$ cat src/rtl/mem_pkg.sv
`timescale 1ns/1ps
`default_nettype none
// ============================================================================
// Module      : mem_pkg
// Description : Shared memory-port definitions: op encoding, op type and the
//               default memory geometry used by mem_dma and the memory block.
// Revision    : 1.0  initial release
// ============================================================================
package mem_pkg;

  typedef logic [1:0] mem_op_t;

  localparam mem_op_t OP_NONE  = 2'd0;
  localparam mem_op_t OP_READ  = 2'd1;
  localparam mem_op_t OP_WRITE = 2'd2;

  localparam int MEM_ADDR_W = 13;
  localparam int MEM_DATA_W = 64;

endpackage : mem_pkg
`default_nettype wire

$ cat src/rtl/mem_dma.sv
`timescale 1ns/1ps
`default_nettype none
// ============================================================================
// Module      : mem_dma
// Description : Word-copy DMA between a read port and a write port of a
//               synchronous memory. Reads src+k on consecutive cycles and
//               writes the returned word to dst+k one cycle later.
//               Optional fill mode (macro MEM_DMA_FILL_EN) writes a latched
//               pattern to dst+k without issuing any reads.
// Revision    : 1.0  initial release
// ============================================================================
module mem_dma
  import mem_pkg::*;
#(
  parameter int ADDR_W = 13,
  parameter int DATA_W = 64
) (
  input  logic              i_clk,
  input  logic              i_rst,
`ifdef MEM_DMA_FILL_EN
  input  logic              i_fill,
  input  logic [DATA_W-1:0] i_pattern,
`endif
  input  logic              i_start,
  input  logic [ADDR_W-1:0] i_src,
  input  logic [ADDR_W-1:0] i_dst,
  input  logic [ADDR_W:0]   i_len,
  output logic              o_busy,
  output logic              o_done,
  output logic [1:0]        o_rd_op,
  output logic [ADDR_W-1:0] o_rd_addr,
  input  logic [DATA_W-1:0] i_rd_data,
  output logic [1:0]        o_wr_op,
  output logic [ADDR_W-1:0] o_wr_addr,
  output logic [DATA_W-1:0] o_wr_data
);

  localparam logic [1:0] ST_IDLE = 2'd0;
  localparam logic [1:0] ST_RUN  = 2'd1;
  localparam logic [1:0] ST_DONE = 2'd2;

  localparam logic [ADDR_W:0] CNT_ONE = (ADDR_W+1)'(1);

  logic [1:0]        state;
  logic [ADDR_W-1:0] rd_ptr;    // next read address
  logic [ADDR_W-1:0] wr_ptr;    // next write address
  logic [ADDR_W:0]   cnt;       // copy: reads left, fill: writes left
  logic              wr_pend;   // a read was issued last cycle, its write is due now
  logic              fill_mode;
  logic              rd_act;
  logic              wr_act;
  logic              last_run;
  logic [DATA_W-1:0] wr_src;

`ifdef MEM_DMA_FILL_EN
  logic              fill_q;
  logic [DATA_W-1:0] pattern_q;

  // Fill mode and pattern are captured only when a transfer is accepted
  always_ff @(posedge i_clk) begin
    if (i_rst) begin
      fill_q    <= 1'b0;
      pattern_q <= '0;
    end else if (state == ST_IDLE && i_start) begin
      fill_q    <= i_fill;
      pattern_q <= i_pattern;
    end
  end

  assign fill_mode = fill_q;
  assign wr_src    = fill_q ? pattern_q : i_rd_data;
`else
  assign fill_mode = 1'b0;
  assign wr_src    = i_rd_data;
`endif

  // Port activity and end-of-run detection, all decoded from registered state
  always_comb begin
    rd_act   = (state == ST_RUN) && (cnt != '0) && !fill_mode;
    wr_act   = (state == ST_RUN) && (fill_mode || wr_pend);
    // Copy ends on the write-only cycle (no reads left); fill ends on its last write
    last_run = fill_mode ? (cnt == CNT_ONE) : (cnt == '0);
  end

  // Memory port drive: idle ports present NONE with zeroed address and data
  always_comb begin
    o_rd_op   = rd_act ? OP_READ : OP_NONE;
    o_rd_addr = rd_act ? rd_ptr : '0;
    o_wr_op   = wr_act ? OP_WRITE : OP_NONE;
    o_wr_addr = wr_act ? wr_ptr : '0;
    o_wr_data = wr_act ? wr_src : '0;
    o_busy    = (state != ST_IDLE);
    o_done    = (state == ST_DONE);
  end

  // Transfer FSM with inline address pointers and word counter
  always_ff @(posedge i_clk) begin
    if (i_rst) begin
      state   <= ST_IDLE;
      rd_ptr  <= '0;
      wr_ptr  <= '0;
      cnt     <= '0;
      wr_pend <= 1'b0;
    end else begin
      case (state)
        ST_IDLE: begin
          wr_pend <= 1'b0;
          if (i_start) begin
            rd_ptr <= i_src;
            wr_ptr <= i_dst;
            cnt    <= i_len;
            state  <= (i_len == '0) ? ST_DONE : ST_RUN;
          end
        end
        ST_RUN: begin
          wr_pend <= rd_act;
          if (rd_act) begin
            rd_ptr <= rd_ptr + 1'b1;
          end
          if (wr_act) begin
            wr_ptr <= wr_ptr + 1'b1;
          end
          if (rd_act || fill_mode) begin
            cnt <= cnt - 1'b1;
          end
          if (last_run) begin
            state <= ST_DONE;
          end
        end
        ST_DONE: begin
          wr_pend <= 1'b0;
          state   <= ST_IDLE;
        end
        default: begin
          wr_pend <= 1'b0;
          state   <= ST_IDLE;
        end
      endcase
    end
  end

endmodule : mem_dma
`default_nettype wire

$ cat config.mk
export PLATFORM = sky130hd
export DESIGN_NAME = mem_dma
export DESIGN_NICKNAME = d
export VERILOG_FILES = /design/src/rtl/mem_pkg.sv /design/src/rtl/mem_dma.sv
export SDC_FILE = /design/constraint.sdc
export NUM_CORES = 1
export LEC_CHECK = 0
export CORE_ASPECT_RATIO = 1.4
export CORE_UTILIZATION = 38
export CTS_CLUSTER_SIZE = 14
export DETAILED_ROUTE_END_ITERATION = 16
export PLACE_DENSITY = 0.9
export SLEW_MARGIN = 10
export SYNTH_ARGS = -nofsm -noshare
export SYNTH_HDL_FRONTEND = slang
export SYNTH_SLANG_ARGS = --single-unit
$ cat constraint.sdc
create_clock -name i_clk -period 2.4 [get_ports i_clk]
set_input_delay 0.36 -clock i_clk [delete_from_list [all_inputs] [get_ports i_clk]]
set_output_delay 0.36 -clock i_clk [all_outputs]
set_load 0.005 [all_outputs]
Word level (Yosys, flattened, before mapping)
Index checks and enable logic that the tools add are counted.
Cells by class
  add/subtract/negate cells: 3
  eq/ne operators: 6
  multiplexer cells: 18
  bitwise gates (word level): 1
  reductions and logical operators: 12
Operators by type and width (number)
  13-bit two-way mux: 6
  64-bit two-way mux: 1
  13-bit case mux with 2 select lines: 2
  14-bit logical NOT: 2
  14-bit two-way mux: 2
  14-bit case mux with 2 select lines: 1
  13-bit by 1-bit adder with 13-bit output, second input constant: 2
  14-bit nonzero test: 1
  14-bit by 1-bit subtractor with 14-bit output, second input constant: 1
  2-bit two-way mux: 4
  2-bit inequality test, second input constant: 4
  3-bit AND reduction: 2
  2-bit case mux with 2 select lines: 1
  2-bit nonzero test: 2
  2-bit by 1-bit == test with 1-bit output, second input constant: 1
  2-bit == test, second input constant: 1
  1-bit logical AND: 2
  2-bit logical NOT: 1
  2-bit AND reduction: 1
  2-bit OR reduction: 1
  1-bit two-way mux: 1
  1-bit inverter: 1
Word-level totals
  flip-flop bits (word level): 43
  input bits: 107
  logic and storage cells: 45

Longest topological paths before layout
Gate-level depths: netlist of the first run.
  depth in word-level cells: 4
  mapped depth: 8

Worst setup path after synthesis of the first run
Ideal clock, no wire load.
  path type: flip-flop to output port
  start: reg cnt[0]
  end: out o_rd_addr[10]
  arrival time: 1.642 ns
  slack: 0.398 ns
  stages on the path, launching flop included: 8
  buffers on the path: 1
  cells stage by stage: dfxtp_1 -> inv_1 -> ha_1 -> nor3b_1 -> nand3b_1 -> o31a_1 -> clkbuf_1 -> and2_1
On the way
  longest elaborated chain between the ends: 3
RTL lines
  start: declaration: RTL line mem_dma.sv:47  | logic [ADDR_W:0] cnt;
  start signal: assignment: RTL line mem_dma.sv:111  | cnt <= i_len;
  start signal: assignment: RTL line mem_dma.sv:124  | cnt <= cnt - 1'b1;
  14-bit nonzero test: RTL line mem_dma.sv:79  | rd_act = (state == ST_RUN) && (cnt != '0) && !fill_mode;
  1-bit logical AND: RTL line mem_dma.sv:79
  named net rd_act: RTL line mem_dma.sv:50  | logic rd_act;
  13-bit two-way mux: RTL line mem_dma.sv:88  | o_rd_addr = rd_act ? rd_ptr : '0;
  end: declaration: RTL line mem_dma.sv:31  | output logic [ADDR_W-1:0] o_rd_addr,
The timed path passes the listed nets, and every way through them passes these cells.

Final worst setup path of the first run
  start: reg state[0]
  end: out o_wr_data[3]
On the way
  longest elaborated chain between the ends: 3
RTL lines
  start: declaration: RTL line mem_dma.sv:44  | logic [1:0] state;
  start signal: assignment: RTL line mem_dma.sv:112  | state <= (i_len == '0) ? ST_DONE : ST_RUN;
  2-bit by 1-bit == test with 1-bit output: RTL line mem_dma.sv:80  | wr_act = (state == ST_RUN) && (fill_mode || wr_pend);
  1-bit logical AND: RTL line mem_dma.sv:80
  64-bit two-way mux: RTL line mem_dma.sv:91  | o_wr_data = wr_act ? wr_src : '0;
  end: declaration: RTL line mem_dma.sv:35  | output logic [DATA_W-1:0] o_wr_data
Every way passes these cells.

==> impl_metrics.ini, run 1 <==
[run_status]
outcome = finished clean

[worst_setup_path]
path_buf_inv = 2
crit_arrival_ps = 1990
critical-path-top-delay-family = buffers and inverters
cp_slowest_cell = clkdlybuf4s50_1
timing.reg2reg.setup_slack_ps = 160
path_cells = nor2b_4 > buf_12 > and3_1 > clkdlybuf4s50_1
required_ps = 2040
cp-end-kind = output port
slowest_delay_ps = 530
startpoint_type = flop
path_max_fanout = 56
worstSetupPathType = flop to output port

[power]
leakage_nw = 2.41
p_per_area_nw_per_um2 = 647
ir_drop_mv = 0.481

[clock_tree]
cts_tree = built
clkLatencyLatePin_ps = 290
clockBufferDepth = 2
numCtsBuffers = 5
cts.reportedPaths.clkPinSlew_ps = 70
cts_sinks = 43
root_buffer = clkbuf_16
cts_htree_levels = 2

[synth]
netlist_area_um2 = 3280
synthCells = 472
avgSynthCellArea_um2 = 6.96
async_flop_share_pct = 0
synth-warning-count = 0
synthFlopType = dfxtp_1
ys_seq_elements = 43
yosysSeqAreaShare_pct = 26.2
synth_edf_count = 0
ys_types = 52

[global_route]
grt_pass1_vias = 4139
grt_pass1_wl_mm = 21.5
grt-ovfl-total = 0
grtUsageMet2_pct = 49.2
grt.busiest_layer = met2
grt_util_all_layers_pct = 30.9
grt_start_max_net_pins = 78
grtUsageMet3_pct = 12.9
antenna_found_initial = 0
grtUsageMet1_pct = 37.2

[sta]
final_hold_viol_count = 0
worst_clock_skew_ps = 7.96
layout_setup_ws_ps = 54.2
rsz0062_at_grt = false
period_share_pct = 97.7
maxSlewViolCount = 0
max_freq_mhz = 426
period_minus_slack_ps = 2350
setup_viol = 0

[floorplan]
dieHeight_um = 112
core_area_um2 = 8250
die_x_um = 80.6
rows = 39
die_area_um2 = 9020
ios = 203
initial_core_util_pct = 39.8

[cells_and_area]
regArea_um2 = 870
n_fill_cell = 653
antenna_cells = 0
multi_input_area_um2 = 2240
syn2layout_area_growth_pct = 71.3
finalNonFillerCells = 754
fin_area_um2 = 5630
drive_above_1_share_pct = 10.4
nets = 761

[route]
drtPass1Iterations = 8
vias = 4500
routedWlPerCell_um = 19.3
ant_nets = 0
drt-initial-drc-count = 454
drt_wl_total_mm = 14.6
drt_drc_violations_left = 0
viasPerCell = 5.97

[placed_design]
dp.cells = 742
placed_area_um2 = 5420
hpwl_mm = 10.3
port_buffers = 200
gp_congestion = 0.934
preCtsSetupSlack_ps = -37.0

[min_path]
worstHoldPathType = flop to flop

[job]
maxCapViolations = 0
[cells in the final DEF (no fill, tap or decap), types with 3 or more instances in the layout]
master           count
o32ai_1             13
a211oi_1             8
clkbuf_16            5
and2_1              16
a31oi_1              3
a21oi_1             45
o21ai_0             24
clkbuf_2            11
and4_1               4
and3_2               4
o31ai_1              3
dfxtp_2              4
nor2_1              35
dfxtp_1             38
a2bb2oi_1            3
clkdlybuf4s50_1    185
a22oi_1              3
nand4_1              8
o31a_1               3
dlymetal6s2s_1       3
nor3_1              11
nor3b_1              3
buf_12               5
buf_4               15
inv_1                4
nand3_1              8
nor4_1               6
nand2_1             54
and3_1              76
[routing by layer]
layer	up-vias	wire length, µm
met2	289	6690
met3	35	2150
li1	2085	-
met4	0	355
met5	-	0
met1	2091	5400
[registers in the layout, summed over array words and instances (netlist names)]
register,count
wr_ptr,13
wr_pend,1
state,2
cnt,14
rd_ptr,13
[cell usage after synthesis, types with 4 or more instances]
cell type,n,share of area [%]
nor2_1,35,4.0
and3_1,80,15
a211oi_1,8,1.8
and2_1,16,3.0
inv_1,6,0.69
nor3b_1,4,0.91
buf_2,6,0.91
nand4_1,8,1.5
and4_1,4,1.1
dfxtp_1,43,26
a21oi_1,45,6.9
nand2_1,54,6.2
clkbuf_1,39,4.5
o31a_1,4,1.1
o21ai_0,24,3.7
buf_4,5,1.1
o32ai_1,13,3.5
nand3_1,8,1.2
nor3_1,11,1.7
nor4_1,6,1.1
[kinds of logic after synthesis]
family,count (synthesis),synth area share [%]
DFF,43,26.2
muxes,2,0.610
AOI/OAI and AO/OA,122,24.0
adders and majority gates,3,1.14
and+or+nand+nor,243,40.5
other,1,0.114
buffers and inverters,58,7.47
[repair_timing]
| item | 4_1_cts | 5_1_grt |
|---|---|---|
| pin swaps | 1 | 2 |
| endpoints found under the hold margin | 0 | 0 |
| cloned | 1 | 0 |
| gates resized for setup | 17 | 41 |
| endpoints found under the setup margin | 80 | 35 |
| setup buffers | 0 | 3 |
| hold buffers | 0 | 0 |
[power breakdown]
group / internal [mW] / switching (mW) / total (mW)
Clock: 0.384 / 0.301 / 0.684
Combinational: 0.885 / 0.982 / 1.87
Sequential: 0.874 / 0.216 / 1.09
[layout make-up]
cell class | instances | share of cell area, %
Multi-Input combinational cell | 372 | 39.9
Timing Repair Buffer | 223 | 39.4
Sequential cell | 43 | 15.5
Tap cell | 102 | 2.27
Clock buffer | 5 | 2.22
Inverter | 6 | 0.400
Clock inverter | 3 | 0.356
[worst register-to-register path: cells and delay by family (launching register included)]
family	cells	cell delay [ps]
AO/OA/AOI/OAI	3	620
adder cells (fa/ha/maj)	1	140
buffers and inverters	3	350
flip-flops	1	340
AND/OR/NAND/NOR	2	720
[per-stage QoR]
step / utilization (%) / setup TNS (ps) / hold WS (ps) / power, mW
3_3_place_gp: 65.7 / 0 / 452 / 2.73
2_1_floorplan: - / 0 / 439 / 2.07
5_1_grt: 68.2 / 0 / 501 / 3.85
3_5_place_dp: 65.7 / -312 / 465 / 2.80
4_1_cts: 68.0 / -132 / 475 / 3.55
6_report: 68.2 / 0 / 475 / 3.64
[worst paths after layout]
check,from,endpoint,cells past startpoint
max,state[0],o_wr_data[3],4
min,cnt[12],cnt[12],2
min reg2reg,cnt[12],cnt[12],2
max reg2reg,cnt[1],rd_ptr[11],9
Power figures use the tool's default switching activity.
==> run 2: changes to the inputs <==
clock period = 2.5 ns   (was 2.4 ns; I/O delays follow)
==> run 2 against run 1 <==
Effect of this change:
- the run now ends with setup timing left
- clock skew fell by 2.7 ps
- highest routed layer unchanged
- clock power fell by 3.7%
- combinational power rose by 3%
- via count rose by 1.4%
- register-to-register slack improved by 110 ps
- wire length rose by 1.9%
- sequential power barely moved
- hold slack improved by 7.9 ps
- sequential share of layout area fell by 0.40 points
- power fell by 0.18%
==> impl_metrics.ini, run 2 (synthesis results as in run 1) <==
[sta]
hold_ws_ps = 483
max_freq_mhz = 397
maxSlewViolCount = 0
tns_ps = -54.6
layout_setup_ws_ps = -18.2
worst_clock_skew_ps = 5.27
period_share_pct = 101
period_minus_slack_ps = 2520
tightestPinTransition_ps = 738
slew_headroom_pct = 50.4
setup_viol = 4
final_hold_viol_count = 0

[power]
p_switching_mw = 1.49
leakage_nw = 2.45
p_per_area_nw_per_um2 = 632
ir_drop_mv = 0.500
seq_power_share_pct = 29.1
power_mw = 3.64
netSwitchingFraction_pct = 41.0
p_clk_share_pct = 18.1
power.internal_mw = 2.15
p_comb_share_pct = 52.7

[route]
routedWlPerCell_um = 19.4
viasPerCell = 5.95
drt-initial-drc-count = 400
drtPass1Iterations = 7
drt_wl_total_mm = 14.9
ant_nets = 0
drt_drc_violations_left = 0
vias = 4561

[worst_setup_path]
required_ps = 2120
startpoint_type = flop
r2r_start = cnt[1]
critical-path-top-delay-family = simple AND/OR/NAND/NOR gates
timing.reg2reg.setup_slack_ps = 270
reg2reg_to = cnt[1]
reg2regPathDepth = 9
slowest_delay_ps = 380
cp-end-kind = output port
worstSetupPathType = flop to output port
crit_arrival_ps = 2140
setup.worst_path.start = cnt[1]
path_cells = inv_2 > ha_4 > nor3b_4 > nand3b_1 > buf_4 > o31a_4 > and2_4 > dlygate4sd2_1
path_max_fanout = 8
cp_slowest_cell = o31a_4
path_buf_inv = 3

[cells_and_area]
fin_area_um2 = 5750
fin_util_pct = 69.7
syn2layout_area_growth_pct = 75.1
final_common_cell = clkdlybuf4s50_1
regMostFlops = cnt
drive_above_1_share_pct = 11.0
reg_top3 = cnt (14), rd_ptr (13), wr_ptr (13)
finalNonFillerCells = 767
n_fill_cell = 657
largest_reg_flops = 14
mostFrequentLayoutCells = clkdlybuf4s50_1, and3_1, nand2_1, a21oi_1, dfxtp_1
antenna_cells = 0
nets = 774

[placed_design]
gp_congestion = 0.981
hpwl_mm = 10.4
dp.cells = 741
preCtsSetupSlack_ps = -40.2
placed_area_um2 = 5390
port_buffers = 200

[floorplan]
initial_core_util_pct = 39.8
core_area_um2 = 8250
die_area_um2 = 9020
die_x_um = 80.6
rows = 39
dieHeight_um = 112
ios = 203

[global_route]
grt_pass1_wl_mm = 21.6
grt-ovfl-total = 0
grt_util_all_layers_pct = 30.9
grt_pass1_vias = 4226
antenna_found_initial = 0
grt_start_max_net_pins = 75

[clock_tree]
cts_tree = built
root_buffer = clkbuf_16
hold_buffers = 0
cts_sinks = 43
numCtsBuffers = 5
cts_htree_levels = 2
cts.reportedPaths.clkPinSlew_ps = 60
clockBufferDepth = 2
clkLatencyLatePin_ps = 280

[job]
maxCapViolations = 0

[min_path]
worstHoldPathType = flop to flop
hp-start = cnt[12]
hold_end = cnt[12]
hold_path_depth = 2

[run_status]
outcome = finished with violations
violations = setup timing
[run 2: worst max path at each step]
stage,slack (ps),cells past startpoint,endpoint
3_3_place_gp,50,7,o_rd_addr[7]
5_1_grt,-70,8,o_rd_addr[1]
3_5_place_dp,-40,7,o_rd_addr[10]
2_1_floorplan,480,7,o_rd_addr[10]
4_1_cts,-9,8,o_rd_addr[1]
6_report,-20,8,o_rd_addr[3]
[run 2: layout make-up]
type / count / area, µm² / share of cell area [%]
clock inverter: 3 / 20.0 / 0.348
clock buffer: 5 / 125 / 2.18
timing repair buffer: 235 / 2320 / 40.3
sequential: 43 / 866 / 15.1
tap: 102 / 128 / 2.22
multi-input combinational: 373 / 2270 / 39.5
inverter: 6 / 22.5 / 0.392
[run 2: power by group through the flow]
stage               registers [mW]  clock network [mW]  logic (mW)
finish                        1.06               0.659        1.92
global route                  1.08               0.688        2.06
CTS                           1.05               0.665        1.75
detailed placement            1.04                   0        1.60
global placement              1.03                   0        1.55
floorplan                    0.976                   0        1.01
[run 2: routing by layer]
| layer | vias up | track usage, % | part of all wire (%) |
|---|---|---|---|
| met5 | - | 0 | 0 |
| met4 | 0 | 7.74 | 1.9 |
| met3 | 28 | 10.0 | 13 |
| met2 | 314 | 51.0 | 47 |
| met1 | 2111 | 38.4 | 38 |
| li1 | 2108 | - | - |
[run 2: timing repair]
item	in CTS	in global routing
buffers inserted	8	8
setup endpoints to repair	14	21
gates resized for setup	28	15
pin swaps	3	7
gates cloned	1	1
[run 2: worst reg2reg max path, cell delays in order, from the launching register on]
cell and delay, ps:
dfxtp_2 330, inv_2 80, ha_4 140, buf_4 110, or3b_1 420, nor4_4 200
a311o_2 330, buf_4 220, a211oi_1 70, a211oi_1 220
